<file path="src/rtl/e203_dtcm_sram_ctrl.sv">
// ICB-to-SRAM controller for the DTCM macro: 1-cycle read latency, stall-safe read data,
// out-of-range error flagging, optional idle light-sleep (define E203_DTCM_AUTO_LS_EN).
module e203_dtcm_sram_ctrl #(
    parameter int unsigned DW          = 32,
    parameter int unsigned MW          = 4,
    parameter int unsigned AW          = 10,
    parameter int unsigned DP          = 1024,
    parameter int unsigned LS_IDLE_CYC = 16
) (
    input  logic          clk,
    input  logic          rst_n,

    input  logic          icb_cmd_valid,
    output logic          icb_cmd_ready,
    input  logic [31:0]   icb_cmd_addr,
    input  logic          icb_cmd_read,
    input  logic [DW-1:0] icb_cmd_wdata,
    input  logic [MW-1:0] icb_cmd_wmask,

    output logic          icb_rsp_valid,
    input  logic          icb_rsp_ready,
    output logic [DW-1:0] icb_rsp_rdata,
    output logic          icb_rsp_err,

    output logic          ram_cs,
    output logic          ram_we,
    output logic [AW-1:0] ram_addr,
    output logic [MW-1:0] ram_wem,
    output logic [DW-1:0] ram_din,
    input  logic [DW-1:0] ram_dout,
    output logic          ram_ls,
    output logic          ram_ds,
    output logic          ram_sd
);

    logic [AW-1:0] word_idx;
    logic          oor;
    logic          accept;
    logic          wake_block;

    logic          rsp_valid_q, rsp_valid_d;
    logic          rd_q, rd_d;
    logic          err_q, err_d;
    logic          first_q, first_d;
    logic [DW-1:0] holdup_q, holdup_d;

    logic          unused_addr_lsb;
    assign unused_addr_lsb = ^icb_cmd_addr[1:0];

    assign word_idx = icb_cmd_addr[AW+1:2];
    assign oor      = (|icb_cmd_addr[31:AW+2]) | (32'(word_idx) >= DP);

    assign icb_cmd_ready = (~rsp_valid_q | icb_rsp_ready) & ~wake_block;
    assign accept        = icb_cmd_valid & icb_cmd_ready;

    assign ram_cs   = accept & ~oor;
    assign ram_we   = ~icb_cmd_read;
    assign ram_addr = word_idx;
    assign ram_wem  = icb_cmd_read ? '0 : icb_cmd_wmask;
    assign ram_din  = icb_cmd_wdata;
    assign ram_ds   = 1'b0;
    assign ram_sd   = 1'b0;

    always_comb begin
        rsp_valid_d = rsp_valid_q;
        rd_d        = rd_q;
        err_d       = err_q;
        first_d     = first_q;
        holdup_d    = holdup_q;
        if (accept) begin
            rsp_valid_d = 1'b1;
            rd_d        = icb_cmd_read;
            err_d       = oor;
            first_d     = 1'b1;
        end else if (rsp_valid_q & icb_rsp_ready) begin
            rsp_valid_d = 1'b0;
        end else if (rsp_valid_q) begin
            // The macro output is only trustworthy in the first response cycle.
            first_d = 1'b0;
            if (first_q) begin
                holdup_d = ram_dout;
            end
        end
    end

    always_ff @(posedge clk or negedge rst_n) begin
        if (!rst_n) begin
            rsp_valid_q <= 1'b0;
            rd_q        <= 1'b0;
            err_q       <= 1'b0;
            first_q     <= 1'b0;
            holdup_q    <= '0;
        end else begin
            rsp_valid_q <= rsp_valid_d;
            rd_q        <= rd_d;
            err_q       <= err_d;
            first_q     <= first_d;
            holdup_q    <= holdup_d;
        end
    end

    assign icb_rsp_valid = rsp_valid_q;
    assign icb_rsp_err   = rsp_valid_q & err_q;
    assign icb_rsp_rdata = (rsp_valid_q & rd_q & ~err_q) ? (first_q ? ram_dout : holdup_q) : '0;

`ifdef E203_DTCM_AUTO_LS_EN
    localparam int unsigned CntW = $clog2(LS_IDLE_CYC + 1);

    logic [CntW-1:0] idle_cnt_q, idle_cnt_d;
    logic            ls_q, ls_d;

    always_comb begin
        idle_cnt_d = '0;
        if (~icb_cmd_valid & ~rsp_valid_q) begin
            idle_cnt_d = (idle_cnt_q == CntW'(LS_IDLE_CYC)) ? idle_cnt_q : idle_cnt_q + 1'b1;
        end
        // A pending command clears the count, so sleep drops on the following edge.
        ls_d = (idle_cnt_d == CntW'(LS_IDLE_CYC));
    end

    always_ff @(posedge clk or negedge rst_n) begin
        if (!rst_n) begin
            idle_cnt_q <= '0;
            ls_q       <= 1'b0;
        end else begin
            idle_cnt_q <= idle_cnt_d;
            ls_q       <= ls_d;
        end
    end

    assign wake_block = ls_q;
    assign ram_ls     = ls_q;
`else
    logic unused_ls_cfg;
    assign unused_ls_cfg = (LS_IDLE_CYC == 0);
    assign wake_block    = 1'b0;
    assign ram_ls        = 1'b0;
`endif

endmodule
</file>
<file path="config.mk">
export PLATFORM = sky130hd
export DESIGN_NAME = e203_dtcm_sram_ctrl
export DESIGN_NICKNAME = d
export VERILOG_FILES = /design/src/rtl/e203_dtcm_sram_ctrl.sv
export SDC_FILE = /design/constraint.sdc
export NUM_CORES = 1
export LEC_CHECK = 0
export BUFFER_PORTS_ARGS = -buffer_cell sky130_fd_sc_hd__buf_4
export CORE_MARGIN = 1
export CORE_UTILIZATION = 39
export CTS_CLUSTER_DIAMETER = 30
export DETAILED_ROUTE_END_ITERATION = 7
export HOLD_SLACK_MARGIN = 0.03
export PLACE_DENSITY_LB_ADDON = 0.12
export SKIP_LAST_GASP = 1
export SLEW_MARGIN = 5
export SYNTH_ARGS = -nofsm -noshare
export SYNTH_HDL_FRONTEND = slang
export SYNTH_SLANG_ARGS = --single-unit
</file>
<file path="constraint.sdc">
create_clock -name clk -period 1.6 [get_ports clk]
set_input_delay 0.08 -clock clk [delete_from_list [all_inputs] [get_ports clk]]
set_output_delay 0.08 -clock clk [all_outputs]
set_load 0.01 [all_outputs]
</file>
==> results of run 1 <==
-- cell families after synthesis --
kind of cell / Yosys count / share of synthesized area, %
compound gates: 2 / 0.836
flops: 36 / 40.1
mux: 65 / 30.8
simple gates: 52 / 10.6
other cells: 1 / 0.167
buf+inv: 57 / 17.4
-- power groups by stage --
stage	logic, mW	clock network, mW	registers [mW]
2_1_floorplan	0.499	0	1.19
3_3_place_gp	0.593	0	1.21
3_5_place_dp	0.601	0	1.21
4_1_cts	0.624	0.628	1.19
5_1_grt	0.688	0.661	1.22
6_report	0.623	0.592	1.19
-- state kept, by name, summed over array words and instances (netlist names) --
name,cells
rd_q,1
holdup_q,32
err_q,1
icb_rsp_valid,1
first_q,1
-- layout make-up --
cell class,instances,share of cell area [%]
Inverter,2,0.248
Clock buffer,6,2.40
Sequential cell,36,29.8
Clock inverter,1,0.166
Multi-Input combinational cell,122,32.2
Tap cell,72,2.98
Timing Repair Buffer,122,32.2
-- worst max-delay path: cells and delay by family, from the launching register on --
family / cells / cell delay [ns]
and+or+nand+nor: 3 / 0.55
buffers and inverters: 2 / 0.23
DFF: 1 / 0.40
-- layer usage --
metal	vias up	share of wire, %	track usage (%)
met3	10	8.1	4.35
met5	-	0	0
met2	84	49	25.0
li1	822	-	-
met1	825	42	17.1
met4	0	1.3	5.85
-- per-stage QoR --
stage                     cells  setup TNS, ns  utilization [%]  total power, mW  hold WS, ns
after CTS                   357              0             53.7             2.44       0.0302
final                       361              0             54.6             2.41       0.0406
after global routing        361        -0.0156             54.6             2.57       0.0301
after detailed placement    339              0             50.3             1.81       0.0737
after floorplan             215              0                -             1.69       -0.216
after global placement      339              0             50.3             1.80       0.0771
-- synth_stat cells (all sizes together) --
| cell type | n | area [µm²] |
|---|---|---|
| nor2 | 34 | 128 |
| or4 | 1 | 11.3 |
| clkbuf | 3 | 11.3 |
| a21o | 1 | 7.51 |
| and2 | 1 | 6.26 |
| dfrtp | 36 | 901 |
| mux2 | 33 | 372 |
| nor4 | 5 | 31.3 |
| mux2i | 32 | 320 |
| buf | 52 | 373 |
| and2b | 1 | 7.51 |
| nand2b | 1 | 6.26 |
| nand2 | 4 | 15.0 |
| conb | 1 | 3.75 |
| o41a | 1 | 11.3 |
| nor2b | 4 | 25.0 |
| nand3b | 1 | 7.51 |
| inv | 2 | 7.51 |
-- path summary, 6_finish.rpt --
kind	end	slack (ns)	cells past startpoint
worst max-delay path	ram_cs	0.06	5
worst min-delay path	holdup_q[25]	0.04	2
worst min register to register	holdup_q[20]	0.50	1
min in group asynchronous	holdup_q[25]	0.29	2
max in group asynchronous	first_q	0.97	2
worst max register to register	holdup_q[14]	0.12	5
-- what timing repair did --
action | 4_1_cts | 5_1_grt
hold buffers | 11 | 2
setup endpoints to repair | 1 | 1
buffers inserted | 0 | 2
gates cloned | 0 | 0
gates resized for setup | 1 | 4
pin swaps | 1 | 2
endpoints found under the hold margin | 46 | 2
==> metrics.yaml, run 1 <==
tritoncts: "done"
dieHeight_um: 77.9
wl_per_cell_um: 12.2
layout_common_cells: "buf_4, dfrtp_1, nor2_1"
ys_ff_latch: 36
fin_skew_ns: 0.00107
status: "finished, final reports clean"
final_common_cell: "buf_4"
ys_warn_count: 0
hold_viol: 0
placed_area_mm2: 0.00279
start_kind: "flip-flop"
grt.total_usage_pct: 14.6
layout_setup_ws_ns: 0.0616
critPathCaptureType: "output pin"
syn_area_mm2: 0.00224
slowest_delay_ns: 0.40
combPwrFrac_pct: 25.9
path_max_fanout: 4
hold_path_startpoint: "ram_dout[25]"
viasPerCell: 4.82
drtPass1Iterations: 2
p_int_mw: 1.80
first_iter_violations: 36
pwr-share-seq_pct: 49.6
place_hpwl_um: 3200
gp_congestion: 0.646
timing.final.crit_share_pct: 96.1
rows: 27
p_per_area_mw_per_mm2: 797
ys_types: 19
vias: 1741
grt_max_degree: 37
regArea_um2: 902
postLayoutCellArea_mm2: 0.00302
grt_pass1_vias: 1597
grt_antenna_before_repair: 0
max_freq_mhz: 650
post-route-min-period_ns: 1.54
netlist_instances: 213
crit_start: "icb_rsp_valid"
p_clk_share_pct: 24.6
setup_viol: 0
dp_slack_ns: 0.181
drt_drc_violations_left: 0
min_path_type: "in -> reg"
htreeDepth: 2
cp_data_arrival_time_ns: 1.46
layout.nets: 394
crit_chain: "and2b_2, inv_2, nand2_2, nor4_2, buf_4"
grt_overflow: 0
rsz0062_at_grt: "yes"
root_buffer: "clkbuf_8"
power.leakage_nw: 1.50
io_buffers: 101
cap_viol_max_count: 0
io_pins: 191
slew_viol_final: 0
initial_core_util_pct: 40.5
multi_input_area_um2: 972
core_area_mm2: 0.00554
ir_drop_mv: 0.526
p_sw_share_pct: 25.1
syn_area_per_cell_um2: 10.5
die_w_um: 77.9
slowest_stage: "dfrtp_1"
yosysSeqAreaShare_pct: 40.1
die-area_mm2: 0.00606
clock_path_buffers: 2
r2r-start: "icb_rsp_valid"
nFillCells: 522
final_layout_size_suffix_gt1_share_pct: 53.6
ant_nets: 0
area_growth_pct: 34.7
required_ns: 1.52
cts_sinks: 36
p_switching_uw: 605
path_clk_slew_ns: 0.07
cts_buffers: 5
diodes: 0
finalWirelength_um: 4420
grt_pass1_wl_um: 6940
crit_type: "reg -> out"
clk_latency_ns: 0.28
(Power assumes the default switching activity.)
==> run 2: changes to the inputs <==
--- a/config.mk
+++ b/config.mk
@@ -8,10 +8,11 @@
 export BUFFER_PORTS_ARGS = -buffer_cell sky130_fd_sc_hd__buf_4
 export CORE_MARGIN = 1
 export CORE_UTILIZATION = 39
-export CTS_CLUSTER_DIAMETER = 30
+export CTS_CLUSTER_DIAMETER = 40
 export DETAILED_ROUTE_END_ITERATION = 7
 export HOLD_SLACK_MARGIN = 0.03
 export PLACE_DENSITY_LB_ADDON = 0.12
+export RECOVER_POWER = 50
 export SKIP_LAST_GASP = 1
 export SLEW_MARGIN = 5
 export SYNTH_ARGS = -nofsm -noshare
==> run 2 against run 1 <==
Compared with the run above:
- sequential power about the same
- register-to-register slack about the same
- power fell by 0.26%
- combinational power shrank 1%
- global-route usage is the same
- count of clock-buffer cells in the layout unchanged
- wire length increased by 0.14%
- sequential share of layout area up 0.21 points
- first-iteration DRC count is 39% higher
- via count barely moved
- largest cell class is now multi-input gates
==> metrics.yaml, run 2 (synthesis results as in run 1) <==
placed_area_mm2: 0.00279  # unchanged
min_path_type: "in -> reg"
grt_pass1_vias: 1597  # unchanged
dp_slack_ns: 0.181  # unchanged
diodes: 0  # unchanged
final_common_cell: "buf_4"
cap_viol_max_count: 0  # unchanged
hold_viol: 0  # unchanged
regMostFlops: "holdup_q"
slew_viol_final: 0  # unchanged
path_buf_inv: 2  # unchanged
final_layout_size_suffix_gt1_share_pct: 51.9  # -1.7 points
io_buffers: 101  # unchanged
initial_core_util_pct: 40.5  # unchanged
nFillCells: 526  # +0.77%
status: "finished, final reports clean"
io_pins: 191  # unchanged
path_max_fanout: 4  # unchanged
grt_pass1_wl_um: 6940  # unchanged
tritoncts: "done"
setup_viol: 0  # unchanged
clk_latency_ns: 0.28  # about the same
post-route-min-period_ns: 1.54  # -0.0000596 ns
place_hpwl_um: 3200  # unchanged
grt.total_usage_pct: 14.6  # unchanged
die-area_mm2: 0.00606  # unchanged
largest_reg_flops: 32  # unchanged
vias: 1740  # -0.057%
r2r-start: "icb_rsp_valid"
critPathCaptureType: "output pin"
cp_data_arrival_time_ns: 1.46  # about the same
required_ns: 1.52  # about the same
p_per_area_mw_per_mm2: 800  # +0.45%
timing.slew.headroom_pct: 41.5
gp_congestion: 0.646  # unchanged
htreeDepth: 2  # unchanged
clock_path_buffers: 2  # unchanged
rsz0062_at_grt: "yes"
layout_setup_ws_ns: 0.0617  # +0.0000596 ns
slowest_delay_ns: 0.40  # about the same
min_to: "holdup_q[25]"
core_area_mm2: 0.00554  # unchanged
layout_common_cells: "buf_4, dfrtp_1, nor2_1"
timing.final.crit_share_pct: 96.1  # about the same
multi_input_area_um2: 972  # unchanged
die_w_um: 77.9  # unchanged
regArea_um2: 902  # unchanged
tightest_slew_ns: 0.877
grt_antenna_before_repair: 0  # unchanged
cts_sinks: 36  # unchanged
start_kind: "flip-flop"
viasPerCell: 4.82  # about the same
cts_buffers: 5  # unchanged
postLayoutCellArea_mm2: 0.00300  # -0.70%
area_growth_pct: 33.7
root_buffer: "clkbuf_8"
r2r_cells: 5  # unchanged
fin_skew_ns: 0.00112  # +0.0000477 ns
layout.nets: 394  # unchanged
power.leakage_nw: 1.48  # -1.3%
wl_per_cell_um: 12.3  # +0.14%
crit_chain: "and2b_2, inv_2, nand2_2, nor4_2, buf_4"
regToRegEndpoint: "holdup_q[14]"
setup_tns_ns: 0  # unchanged
grt_max_degree: 37  # unchanged
ant_nets: 0  # unchanged
drtPass1Iterations: 3  # +1
ir_drop_mv: 0.523  # -0.58%
path_clk_slew_ns: 0.07  # about the same
dieHeight_um: 77.9  # unchanged
first_iter_violations: 50  # +39%
drt_drc_violations_left: 0  # unchanged
r2r_slack_ns: 0.12  # about the same
hold_depth: 2  # unchanged
path_delay_family: "simple AND/OR/NAND/NOR gates"
finalWirelength_um: 4420  # +0.14%
rows: 27  # unchanged
slowest_stage: "dfrtp_1"
crit_type: "reg -> out"
max_freq_mhz: 650  # about the same
hold_path_startpoint: "ram_dout[25]"
grt_overflow: 0  # unchanged
[run 2: routing by layer]
layer | wire length, µm | track usage, % | up-vias
met5 | 0 | 0 | -
met4 | 57 | 5.85 | 0
met3 | 359 | 4.35 | 10
met2 | 2130 | 25.0 | 84
met1 | 1870 | 17.1 | 824
li1 | - | - | 822
[run 2: final cells by class]
cell class                      instances  share of cell area (%)
Clock buffer                            6                    2.42
Clock inverter                          1                   0.167
Inverter                                2                   0.250
Multi-Input combinational cell        122                    32.4
Sequential cell                        36                    30.1
Tap cell                               72                    3.00
Timing Repair Buffer                  122                    31.7
[run 2: repair_timing]
action | in CTS | in global routing
pin swaps | 1 | 2
endpoints found under the setup margin | 1 | 1
gates resized for setup | 1 | 4
endpoints found under the hold margin | 46 | 2
buffers inserted | 0 | 2
hold buffers | 11 | 2
[run 2: worst max path at each step]
stage | start | to | slack, ns | cells after the start
after floorplan | icb_rsp_valid | holdup_q[0] | 0.19 | 4
after global placement | icb_rsp_valid | holdup_q[26] | 0.20 | 4
after detailed placement | icb_rsp_valid | holdup_q[17] | 0.18 | 4
after CTS | icb_rsp_valid | ram_cs | 0.002 | 5
after global routing | icb_rsp_valid | ram_cs | -0.02 | 5
final | icb_rsp_valid | ram_cs | 0.06 | 5
[run 2: power breakdown]
part	switching [mW]	total, mW	internal [mW]
registers	0.0860	1.19	1.11
logic	0.222	0.617	0.395
clock network	0.296	0.592	0.296
[run 2: stage by stage]
stage	power, mW	hold slack (ns)	util [%]	cells
3_3_place_gp	1.80	0.0771	50.3	339
5_1_grt	2.56	0.0301	54.2	361
6_report	2.40	0.0404	54.2	361
2_1_floorplan	1.69	-0.216	-	215
4_1_cts	2.44	0.0302	53.7	357
3_5_place_dp	1.81	0.0737	50.3	339
==> run 3: changes to the inputs <==
--- a/config.mk
+++ b/config.mk
@@ -7,7 +7,8 @@
 export LEC_CHECK = 0
 export BUFFER_PORTS_ARGS = -buffer_cell sky130_fd_sc_hd__buf_4
 export CORE_MARGIN = 1
-export CORE_UTILIZATION = 39
+export CORE_UTILIZATION = 40
+export CTS_BUF_LIST = sky130_fd_sc_hd__clkbuf_8
 export CTS_CLUSTER_DIAMETER = 40
 export DETAILED_ROUTE_END_ITERATION = 7
 export HOLD_SLACK_MARGIN = 0.03
@@ -18,3 +19,4 @@
 export SYNTH_ARGS = -nofsm -noshare
 export SYNTH_HDL_FRONTEND = slang
 export SYNTH_SLANG_ARGS = --single-unit
+export TNS_END_PERCENT = 10
==> run 3 against run 2 <==
Compared with the run above:
- count of clock-buffer cells in the layout did not move
- global-route usage is 3.8 points higher
- non-clock buffer count rose by 17
- largest power group unchanged
- utilization is 6.3 points higher
- largest cell class is now buffers
- critical endpoint unchanged
==> metrics.yaml, run 3 (synthesis results as in run 1) <==
status: "finished, final reports clean"
pwr-share-seq_pct: 47.7  # -2.0 points
place_hpwl_um: 3880  # +21%
path_clk_slew_ns: 0.07  # about the same
p_clk_share_pct: 26.0  # +1.4 points
diodes: 0  # unchanged
p_sw_share_pct: 25.7  # +0.51 points
io_pins: 191  # unchanged
power_mw: 2.51  # +4.5%
post-route-min-period_ns: 1.52  # -0.0174 ns
grt_overflow: 0  # unchanged
cts_buffers: 5  # unchanged
core_area_mm2: 0.00527  # -4.9%
area_growth_pct: 42.0
grt_pass1_wl_um: 8500  # +22%
r2r_cells: 4  # -1
clock_path_buffers: 2  # unchanged
dp.cells: 337  # -0.59%
nFillCells: 482  # -8.4%
stdcell_count: 377  # +4.4%
layout.nets: 411  # +4.3%
multi_input_area_um2: 983  # +1.2%
dieHeight_um: 76.9  # -1.2%
vias: 1823  # +4.8%
grt.total_usage_pct: 18.4  # +3.8 points
placed_area_mm2: 0.00277  # -0.54%
timing.final.crit_share_pct: 95.1  # -1.1 points
grt_pass1_vias: 1786  # +12%
wl_per_cell_um: 14.8  # +21%
root_buffer: "clkbuf_8"
cp_data_arrival_time_ns: 1.44  # -0.02 ns
drtPass1Iterations: 4  # +1
gp_congestion: 0.777  # +20%
htreeDepth: 2  # unchanged
layout_setup_ws_ns: 0.0790  # +0.0174 ns
crit_start: "icb_rsp_valid"
setup_tns_ns: 0  # unchanged
path_max_fanout: 3  # -1
postLayoutCellArea_mm2: 0.00319  # +6.2%
finalWirelength_um: 5570  # +26%
p_per_area_mw_per_mm2: 788  # -1.6%
grt_max_degree: 37  # unchanged
rsz0062_at_grt: "yes"
hold_depth: 2  # unchanged
final_common_cell: "buf_4"
grt_antenna_before_repair: 0  # unchanged
p_int_mw: 1.87  # +3.8%
start_kind: "flip-flop"
fin_skew_ns: 0.00391  # +0.00279 ns
tightest_slew_ns: 0.932  # +0.0549 ns
clk_latency_ns: 0.29  # about the same
hold_path_startpoint: "ram_dout[23]"
regToRegEndpoint: "holdup_q[21]"
holdWs_ns: 0.0394  # -0.000965 ns
r2r_slack_ns: 0.17  # +0.05 ns
initial_core_util_pct: 42.6  # +2.1 points
timing.slew.headroom_pct: 37.9  # -3.7 points
io_buffers: 101  # unchanged
die-area_mm2: 0.00592  # -2.4%
min_path_type: "in -> reg"
crit_type: "reg -> out"
max_freq_mhz: 657  # +1.1%
ir_drop_mv: 0.366  # -30%
critPathCaptureType: "output pin"
regMostFlops: "holdup_q"
finish.utilization_pct: 60.5  # +6.3 points
r2r-start: "icb_rsp_valid"
p_switching_uw: 644  # +6.6%
ant_nets: 0  # unchanged
final_layout_size_suffix_gt1_share_pct: 48.5  # -3.4 points
dp_slack_ns: 0.177  # -0.00439 ns
cts_sinks: 36  # unchanged
rows: 26  # -3.7%
slew_viol_final: 0  # unchanged
power.leakage_nw: 1.57  # +6.3%
regArea_um2: 902  # unchanged
cap_viol_max_count: 0  # unchanged
viasPerCell: 4.84  # +0.32%
drt_drc_violations_left: 0  # unchanged
tritoncts: "done"
setup_viol: 0  # unchanged
first_iter_violations: 51  # +2.0%
combPwrFrac_pct: 26.3  # +0.6 points
min_to: "holdup_q[23]"
hold_viol: 0  # unchanged
layout_common_cells: "buf_4, dfrtp_1, nor2_1"
largest_reg_flops: 32  # unchanged
required_ns: 1.52  # about the same
die_w_um: 76.9  # -1.2%
-- run 3: worst max-delay path, stage by stage, from the launching register on --
cell	delay, ns
dfrtp_1	0.37
and2b_2	0.23
inv_4	0.07
nand2_4	0.06
nor4_4	0.26
buf_4	0.16
-- run 3: timing repair --
item | CTS | global route
resized for setup | 3 | 5
setup endpoints to repair | 1 | 23
setup buffers | 1 | 1
hold buffers | 24 | 6
pin swaps | 1 | 1
hold endpoints to repair | 60 | 6
-- run 3: area by class of cell --
| cell class | count | share of cell area [%] |
|---|---|---|
| clock buffers | 6 | 2.59 |
| multi-input cells | 122 | 30.9 |
| flip-flops and latches | 36 | 28.3 |
| repair buffers | 139 | 34.9 |
| inverters | 2 | 0.314 |
| clock inverters | 2 | 0.236 |
| well taps | 70 | 2.75 |
-- run 3: power by group through the flow --
| stage | combinational (mW) | sequential [mW] | clock (mW) |
|---|---|---|---|
| after floorplan | 0.499 | 1.19 | 0 |
| after global placement | 0.589 | 1.20 | 0 |
| after detailed placement | 0.600 | 1.22 | 0 |
| after CTS | 0.653 | 1.20 | 0.682 |
| after global routing | 0.720 | 1.22 | 0.723 |
| final | 0.661 | 1.20 | 0.652 |
-- run 3: layer usage --
metal / wire length (µm) / track usage [%] / share of wire, % / vias to the layer above
li1: - / - / - / 854
met1: 2080 / 18.9 / 37 / 836
met2: 2730 / 31.6 / 49 / 120
met3: 627 / 9.29 / 11 / 13
met4: 123 / 7.69 / 2.2 / 0
met5: 0 / 0 / 0 / -
-- run 3: how the worst max path moves through the flow --
stage                              endpoint  cells after the start
after floorplan                 holdup_q[0]                      4
after global placement         holdup_q[28]                      4
after detailed placement       holdup_q[21]                      4
after CTS                            ram_cs                      5
after global routing      icb_rsp_rdata[17]                      5
final                                ram_cs                      5
